`src/rtl/serial_adder.sv`:
```
// serial_adder: bit-serial unsigned adder, LSB first, one full-adder cell
// and one registered carry, one bit per clock.
//
// Optional feature macro: SERIAL_ADDER_SUB_EN adds the 'sub' port; with
// sub=1 the block computes a + ~b + 1 and y[WIDTH]=1 means a >= b.
//
// Ports:
//   clk    - clock, rising edge
//   rst_n  - asynchronous active-low reset
//   start  - begin an operation (sampled in IDLE only)
//   a, b   - operands, captured on accepted start
//   sub    - subtract select (only with SERIAL_ADDER_SUB_EN)
//   busy   - high while bits are being processed
//   done   - one-cycle pulse, result valid on y
//   y      - WIDTH+1 bit result, y[WIDTH] is the carry-out
module serial_adder #(
   parameter int unsigned WIDTH = 8
) (
   input  logic             clk,
   input  logic             rst_n,
   input  logic             start,
   input  logic [WIDTH-1:0] a,
   input  logic [WIDTH-1:0] b,
`ifdef SERIAL_ADDER_SUB_EN
   input  logic             sub,
`endif
   output logic             busy,
   output logic             done,
   output logic [WIDTH:0]   y
);

   localparam int unsigned CNT_W = (WIDTH > 1) ? $clog2(WIDTH) : 1;
   localparam logic [CNT_W-1:0] LAST_BIT = CNT_W'(WIDTH - 1);

   typedef enum logic [1:0] {
      IDLE = 2'd0,
      RUN  = 2'd1,
      DONE = 2'd2
   } state_t;

   state_t           state;
   logic [WIDTH-1:0] a_sr;
   logic [WIDTH-1:0] b_sr;
   logic             carry;
   logic [CNT_W-1:0] cnt;
   logic             sub_sel;
   logic             sum_bit;
   logic             carry_nxt;

   // Subtract select; tied off when the feature is not built in.
`ifdef SERIAL_ADDER_SUB_EN
   assign sub_sel = sub;
`else
   assign sub_sel = 1'b0;
`endif

   // The single full-adder cell.
   assign sum_bit   = a_sr[0] ^ b_sr[0] ^ carry;
   assign carry_nxt = (a_sr[0] & b_sr[0]) | (a_sr[0] & carry) | (b_sr[0] & carry);

   // Control FSM and datapath registers.
   always_ff @(posedge clk or negedge rst_n) begin
      if (!rst_n) begin
         state <= IDLE;
         a_sr  <= '0;
         b_sr  <= '0;
         carry <= 1'b0;
         cnt   <= '0;
         busy  <= 1'b0;
         done  <= 1'b0;
         y     <= '0;
      end else begin
         case (state)
            IDLE: begin
               done <= 1'b0;
               if (start) begin
                  a_sr  <= a;
                  // Subtraction is a + ~b + 1: invert b at capture, seed carry with 1.
                  b_sr  <= sub_sel ? ~b : b;
                  carry <= sub_sel;
                  cnt   <= '0;
                  y     <= '0;
                  busy  <= 1'b1;
                  state <= RUN;
               end
            end
            RUN: begin
               y[cnt] <= sum_bit;
               carry  <= carry_nxt;
               cnt    <= cnt + CNT_W'(1);
               a_sr   <= {1'b0, a_sr[WIDTH-1:1]};
               b_sr   <= {1'b0, b_sr[WIDTH-1:1]};
               if (cnt == LAST_BIT) begin
                  y[WIDTH] <= carry_nxt;
                  busy     <= 1'b0;
                  state    <= DONE;
               end
            end
            DONE: begin
               // Pulse is registered, so it is visible in the cycle after leaving DONE.
               done  <= 1'b1;
               state <= IDLE;
            end
            default: begin
               busy  <= 1'b0;
               done  <= 1'b0;
               state <= IDLE;
            end
         endcase
      end
   end

endmodule

```
`config.mk`:
```
export PLATFORM = sky130hd
export DESIGN_NAME = serial_adder
export DESIGN_NICKNAME = d
export VERILOG_FILES = /design/src/rtl/serial_adder.sv
export SDC_FILE = /design/constraint.sdc
export NUM_CORES = 1
export LEC_CHECK = 0
export ABC_AREA = 1
export CAP_MARGIN = 20
export CORE_MARGIN = 5
export CORE_UTILIZATION = 40
export CTS_BUF_LIST = sky130_fd_sc_hd__clkbuf_8
export DETAILED_ROUTE_END_ITERATION = 7
export PLACE_DENSITY_LB_ADDON = 0.12
export SYNTH_ARGS = -nofsm -noshare
export SYNTH_HDL_FRONTEND = slang
export SYNTH_SLANG_ARGS = --single-unit
```
`constraint.sdc`:
```
create_clock -name clk -period 2.53 [get_ports clk]
set_clock_uncertainty 0.05 [all_clocks]
set_input_delay 0.506 -clock clk [delete_from_list [all_inputs] [get_ports clk]]
set_output_delay 0.506 -clock clk [all_outputs]
set_load 0.01 [all_outputs]
```
Word-level counts from Yosys, hierarchy flattened --
Index checks and enable logic that the tools add are counted.
Storage, ports and cells: bits in registers 33, bits in latches 0, RAM bits 0, memory bits (read-only) 0, input bits 19, output and inout bits 11, word-level logic and storage cells 51, memories 0
Cells by class: $add $sub $neg 1, multipliers 0, div/mod/pow operators 0, $lt $le $gt $ge 2, equality and inequality tests 5, shifts and indexed selects 0, multiplexer cells 21, bitwise operators 8, reductions and logical operators 6
Operators with widths (number):
- $pmux W8 S2 | 2
- $pmux W9 S2 | 1
- $mux W8 | 2
- $bwmux W9 | 1
- $mux W9 | 1
- $pmux W3 S2 | 1
- $lt A3 B5 Y1 const B | 1
- $mux W1 | 5
- $mux W2 | 2
- $ne A2 B2 Y1 const B | 2
- $pmux W1 S2 | 2
- $pmux W2 S2 | 1
- $reduce_and A2 Y1 | 2
- $add A3 B1 Y3 const B | 1
- $and A1 B1 Y1 | 3
- $demux W1 S3 | 1
- $eq A3 B3 Y1 const B | 1
- $ge A3 B1 Y1 const B | 1
- $mux W3 | 1
- $pmux W1 S3 | 1
- $reduce_and A3 Y1 | 1
- $eq A2 B1 Y1 const B | 1
- $eq A2 B2 Y1 const B | 1
- $logic_not A2 Y1 | 1
- 5 further kinds | 7

Depth between registers and ports, before layout --
Gate-level depths: netlist of run 1.
depth in word-level cells 7, gate-level depth with buffers 8

Worst setup path after synthesis of run 1 --
OpenSTA, ideal clock, no wires.
path kind register to register, start point reg a_sr[0], end point reg y[4], setup time 0.065 ns, arrival 1.269 ns, data required time 2.415 ns, slack 1.146 ns, stages on the path, launching flop included 6, path buffers 0, cells stage by stage dfrtp_1 fa_1 inv_1 nor2_8 nand4_1 nand2_1
Between the ends: longest elaborated chain between the ends 4
RTL lines:
- start, declared | RTL line 42 | logic [WIDTH-1:0] a_sr;
- start signal, assigned | RTL line 91 | a_sr <= {1'b0, a_sr[WIDTH-1:1]};
- $xor A1 B1 Y1 (2 in a row) | RTL line 58 | assign sum_bit = a_sr[0] ^ b_sr[0] ^ carry;
- $bwmux W9 | RTL line 88 | y[cnt] <= sum_bit;
- $pmux W9 S2 | RTL line 73 | case (state)
- end signal, assigned by index | RTL line 88
- end signal, assigned by index | RTL line 94 | y[WIDTH] <= carry_nxt;
- end, declared | RTL line 29 | output logic [WIDTH:0] y
No other way between the ends. A chain may end at the register's enable or synchronous reset.

Worst setup path after layout of run 1 --
start point in start, end point reg y[8]
Between the ends: longest elaborated chain between the ends 2
RTL lines:
- start, declared | RTL line 21 | input logic start,
- $ne A2 B2 Y1 (no line)
- $reduce_and A2 Y1 (no line)
No other way between the ends.

==> reports/qor.txt, run 1 <==
CTS clk-pin slew, worst paths - 0.07 ns
Max_cap viols - 0
RSZ-0062 raised after global routing - false
I/O pin count - 30
Row Count - 23
Largest net degree at the start of global routing - 34
Initial DRC count - 66
First-pass GRT wire length - 5810 um
ANT nets after route - 0
Hold Fails Final Rpt - 0
Sequential share of power - 40.6%
Seq/Total Area, Yosys - 51.1%
DRC - 0
Synth Instances - 197
Commonest cells after routing, fill and taps aside - nand2_1, dfrtp_1, clkdlybuf4s50_1
Clock network power share - 16.2%
Worst-path fanout max - 11
Placer congestion estimate - 0.741
CP Data Required Time - 2.65 ns
Area grow syn2layout - 22.9%
Area post-placement - 1900 sq um
Flops & latches, synth - 33
Setup TNS - 0 ns
Die width - 73.5 um
Post-CTS sizing - 0
Die Y - 73.5 um
P_sw - 0.949 mW
Mean routed wirelength per cell - 12.0 um
P_int - 1.34 mW
Peak Freq - 572 MHz
Die area - 5410 sq um
Clock buffer count from CTS - 5
DP Wirelength - 2390 um
Slew headroom - 56.3%
Fraction of layout cells with a size suffix above 1 - 6.64%
Setup violators final - 0
Crit start category - primary input
Worst Path Arrival - 1.87 ns
Vias in the first global route - 1,292
Period utilization - 69.2%
Switching Share - 41.4%
Post-synth top area cell - dfrtp_1
Mapped cell area - 1620 sq um
CTS tree - done
Initial Util - 40.7%
Antenna cells - 0
Power Density - 1150 nW/um^2
Max Root-Sink Buffers - 2
Clk Latency, worst-skew pair - 0.28 ns
# Post-CTS Setup Buffers - 0
Most common cell after layout, fill and taps aside - nand2_1
Global Route Usage Sum - 14.1%
Final nets - 247
Minimum clock period - 1.75 ns
Number of H-tree levels - 2
Hold WC Path Type - reg -> reg
Fin area - 1990 sq um
Gate power share - 43.2%
Syn avg cell area - 8.20 sq um
GR Overflow Total - 0
CTS hold repair buffers - 0
Root Driver - clkbuf_8
Syn Nets - 219
Critical Path Sink Type - flop
Synth top area share - 51.1%
Count of cell types in the netlist - 19
Crit Path Class - in -> reg
Least-Margin Pin Slew - 0.654 ns
Outcome - finished clean
Slew Viols, Final - 0
Via Count - 1,329
Core area - 3970 sq um
CTS sink count - 33
Port Buffers - 29
Maximum vdd drop - 0.000507 V
Synth top area cells - dfrtp_1, nand2_1, nand3_1
Leakage - 1.03 nW
Vias/cell - 4.82
Synth warnings - 0
Detailed-router iteration count before antenna repair - 4
WL final - 3310 um
Initial antenna violation count - 0
-- metrics by stage --
stage / power (mW) / instances / utilization, % / setup slack, ns / hold slack [ns]
finish: 2.29 / 276 / 50.0 / 0.780 / 0.424
global route: 2.52 / 276 / 50.0 / 0.685 / 0.459
CTS: 2.33 / 276 / 50.0 / 0.778 / 0.431
detailed placement: 1.95 / 268 / 47.9 / 0.486 / 0.415
global placement: 1.91 / 268 / 47.9 / 0.495 / 0.406
floorplan: 1.68 / 197 / - / 1.15 / 0.160
-- worst paths after layout --
check                              start      end  slack, ns  depth (start not counted)
worst max-delay path               start     y[8]       0.78                          6
worst min-delay path                y[1]     y[1]       0.42                          2
worst max register to register  state[0]  b_sr[0]       0.86                          5
worst min register to register      y[1]     y[1]       0.42                          2
max in group asynchronous          rst_n     y[6]       1.55                          2
min in group asynchronous          rst_n     y[3]       0.57                          2
-- registers in the layout, indices dropped and copies added (netlist names) --
register  cells
state         2
busy          1
y             9
b_sr          8
cnt           3
a_sr          8
done          1
carry         1
-- logic make-up (layout without fill, tap and decap cells) --
family / count (synthesis) / in the layout / share of synthesized area (%)
DFF: 33 / 33 / 51.1
adders and majority gates: 3 / 3 / 2.79
AOI/OAI and AO/OA: 14 / 14 / 5.42
and+or+nand+nor: 120 / 120 / 31.7
buffers and inverters: 27 / 56 / 8.99
-- critical path, stage by stage --
cell,delay [ns]
clkdlybuf4s50_1,0.45
nand2_1,0.11
nor2_1,0.53
inv_1,0.13
nand3_1,0.10
nand2_1,0.05
-- area by class of cell --
| cell class | count | area [sq um] |
|---|---|---|
| sequential | 33 | 826 |
| inverter | 18 | 72.6 |
| fill | 385 | 1990 |
| multi-input combinational | 137 | 644 |
| tap | 50 | 62.6 |
| clock inverter | 3 | 13.8 |
| clock buffer | 5 | 68.8 |
| timing repair buffer | 30 | 298 |
-- Yosys cell counts --
cell type	n
nand2_1	93
dfrtp_1	33
nand3_1	16
inv_1	14
o211ai_1	7
nand4_1	6
o21ai_0	5
buf_2	4
buf_6	4
ha_1	2
inv_2	2
inv_4	2
nor2_1	2
o21ai_1	2
buf_4	1
fa_1	1
nand2_2	1
nand2_4	1
nor2_8	1
-- power by group through the flow --
stage	Sequential (mW)	Clock (mW)	Combinational [mW]
after floorplan	0.881	0	0.797
final	0.929	0.371	0.991
after CTS	0.932	0.384	1.01
after global placement	0.932	0	0.982
after global routing	0.962	0.409	1.15
after detailed placement	0.939	0	1.01
-- layer usage --
metal,vias to the layer above,track usage [%],wire (um)
met5,-,0,0
met4,0,5.43,58
met3,6,4.65,187
met2,28,23.5,1620
met1,619,16.8,1450
li1,676,-,-
No activity file was read; power rests on OpenSTA's default activity.
==> run 2, diff against run 1 <==
==> constraint.sdc (replaced) <==
create_clock -name clk -period 1.82 [get_ports clk]
set_clock_uncertainty 0.05 [all_clocks]
set_input_delay 0.364 -clock clk [delete_from_list [all_inputs] [get_ports clk]]
set_output_delay 0.364 -clock clk [all_outputs]
set_load 0.01 [all_outputs]
==> reports/qor.txt, run 2 (synthesis results as in run 1) <==
Outcome - finished clean
Crit Path Class - reg -> out
ANT nets after route - 0
DRC - 0
Core area - 3970 sq um
Least-Margin Pin Slew - 0.419 ns
GR Overflow Total - 0
Placer congestion estimate - 0.776
Max_cap viols - 0
# Post-CTS Setup Buffers - 0
Slew headroom - 72.1%
Worst Path Arrival - 1.18 ns
Antenna cells - 0
Worst path max stage delay - 0.54 ns
Post-CTS sizing - 0
Maximum vdd drop - 0.000729 V
Crit start category - flop
Number of H-tree levels - 2
Vias/cell - 4.69
Slew Viols, Final - 0
CTS tree - done
CP top delay family - buffers and inverters
CTS clk-pin slew, worst paths - 0.07 ns
Critical Path Stages - 1
Slowest CP cell - clkdlybuf4s50_1
GR Util met1 - 17.1%
Area grow syn2layout - 24.3%
Hold Fails Final Rpt - 0
Root Driver - clkbuf_8
Setup violators final - 0
WP buf/inv - 1
First-pass GRT wire length - 5660 um
Die Y - 73.5 um
WL final - 3190 um
Clock buffer count from CTS - 5
GRT busiest layer - met2
Die width - 73.5 um
CP Data Required Time - 1.41 ns
Power Total - 3.22 mW
Largest net degree at the start of global routing - 34
Hold WC Path Type - reg -> reg
CTS hold repair buffers - 0
Port Buffers - 29
Commonest cells after routing, fill and taps aside - nand2_1, dfrtp_1, clkdlybuf4s50_1
Setup TNS - 0 ns
Worst-path cell chain - clkdlybuf4s50_1
Peak Freq - 627 MHz
Most common cell after layout, fill and taps aside - nand2_1
Power Density - 1610 nW/um^2
Leakage - 1.04 nW
Max reg flops - 9
Fraction of layout cells with a size suffix above 1 - 7.86%
Hold-critical path depth - 2
R2R cell count - 5
Minimum clock period - 1.59 ns
Row Count - 23
Initial Util - 40.7%
Biggest regs - y x9, a_sr x8, b_sr x8
Initial antenna violation count - 0
Largest Register - y
Vias in the first global route - 1,285
Worst-path fanout max - 2
Via Count - 1,308
I/O pin count - 30
Initial DRC count - 54
Period utilization - 87.6%
Met3 Use GR - 4.92%
Mean routed wirelength per cell - 11.4 um
RSZ-0062 raised after global routing - false
Clk Latency, worst-skew pair - 0.28 ns
DP Wirelength - 2310 um
Met2 Use GR - 21.8%
Die area - 5410 sq um
Final nets - 250
Detailed-router iteration count before antenna repair - 4
Global Route Usage Sum - 13.7%
Max Root-Sink Buffers - 2
Fill count - 375
Critical Path Sink Type - output port
CTS sink count - 33
run 2: power by group:
group	internal (mW)	leakage (nW)	total [mW]	switching, mW
sequential	1.04	0.422	1.27	0.236
combinational	0.605	0.571	1.43	0.829
clock	0.259	0.0491	0.519	0.260
run 2: final timing paths:
check / slack, ns / endpoint / start
worst min-delay path: 0.42 / y[2] / y[2]
worst max-delay path: 0.23 / y[5] / y[5]
max in group asynchronous: 0.98 / b_sr[0] / rst_n
worst min register to register: 0.42 / y[2] / y[2]
min in group asynchronous: 0.44 / y[6] / rst_n
worst max register to register: 0.35 / y[2] / a_sr[0]
run 2: final cells by class:
class,instances,area [sq um],share of cell area [%]
repair buffers,33,320,16.0
well taps,50,62.6,3.12
multi-input cells,137,644,32.1
clock buffers,5,68.8,3.43
clock inverters,3,13.8,0.685
flip-flops and latches,33,826,41.1
inverters,18,72.6,3.61
run 2: through the flow:
step / hold slack (ns) / cells / util [%] / instance area, sq um / worst slack [ns]
6_report: 0.425 / 279 / 50.6 / 2010 / 0.225
5_1_grt: 0.447 / 279 / 50.6 / 2010 / 0.181
4_1_cts: 0.425 / 279 / 50.6 / 2010 / 0.214
3_5_place_dp: 0.408 / 271 / 48.5 / 1930 / 0.227
3_3_place_gp: 0.407 / 271 / 48.5 / 1930 / 0.267
2_1_floorplan: 0.0184 / 197 / - / 1620 / 0.436
run 2: routing by layer:
| metal | wire length (um) | up-vias | part of all wire, % |
|---|---|---|---|
| li1 | - | 679 | - |
| met1 | 1510 | 594 | 47 |
| met2 | 1460 | 29 | 46 |
| met3 | 184 | 6 | 5.8 |
| met4 | 39 | 0 | 1.2 |
| met5 | 0 | - | 0 |
run 2: worst min-delay path, stage by stage (launching register included):
cell and delay, ns:
dfrtp_1 0.35, nand2_1 0.05, nand2_1 0.05
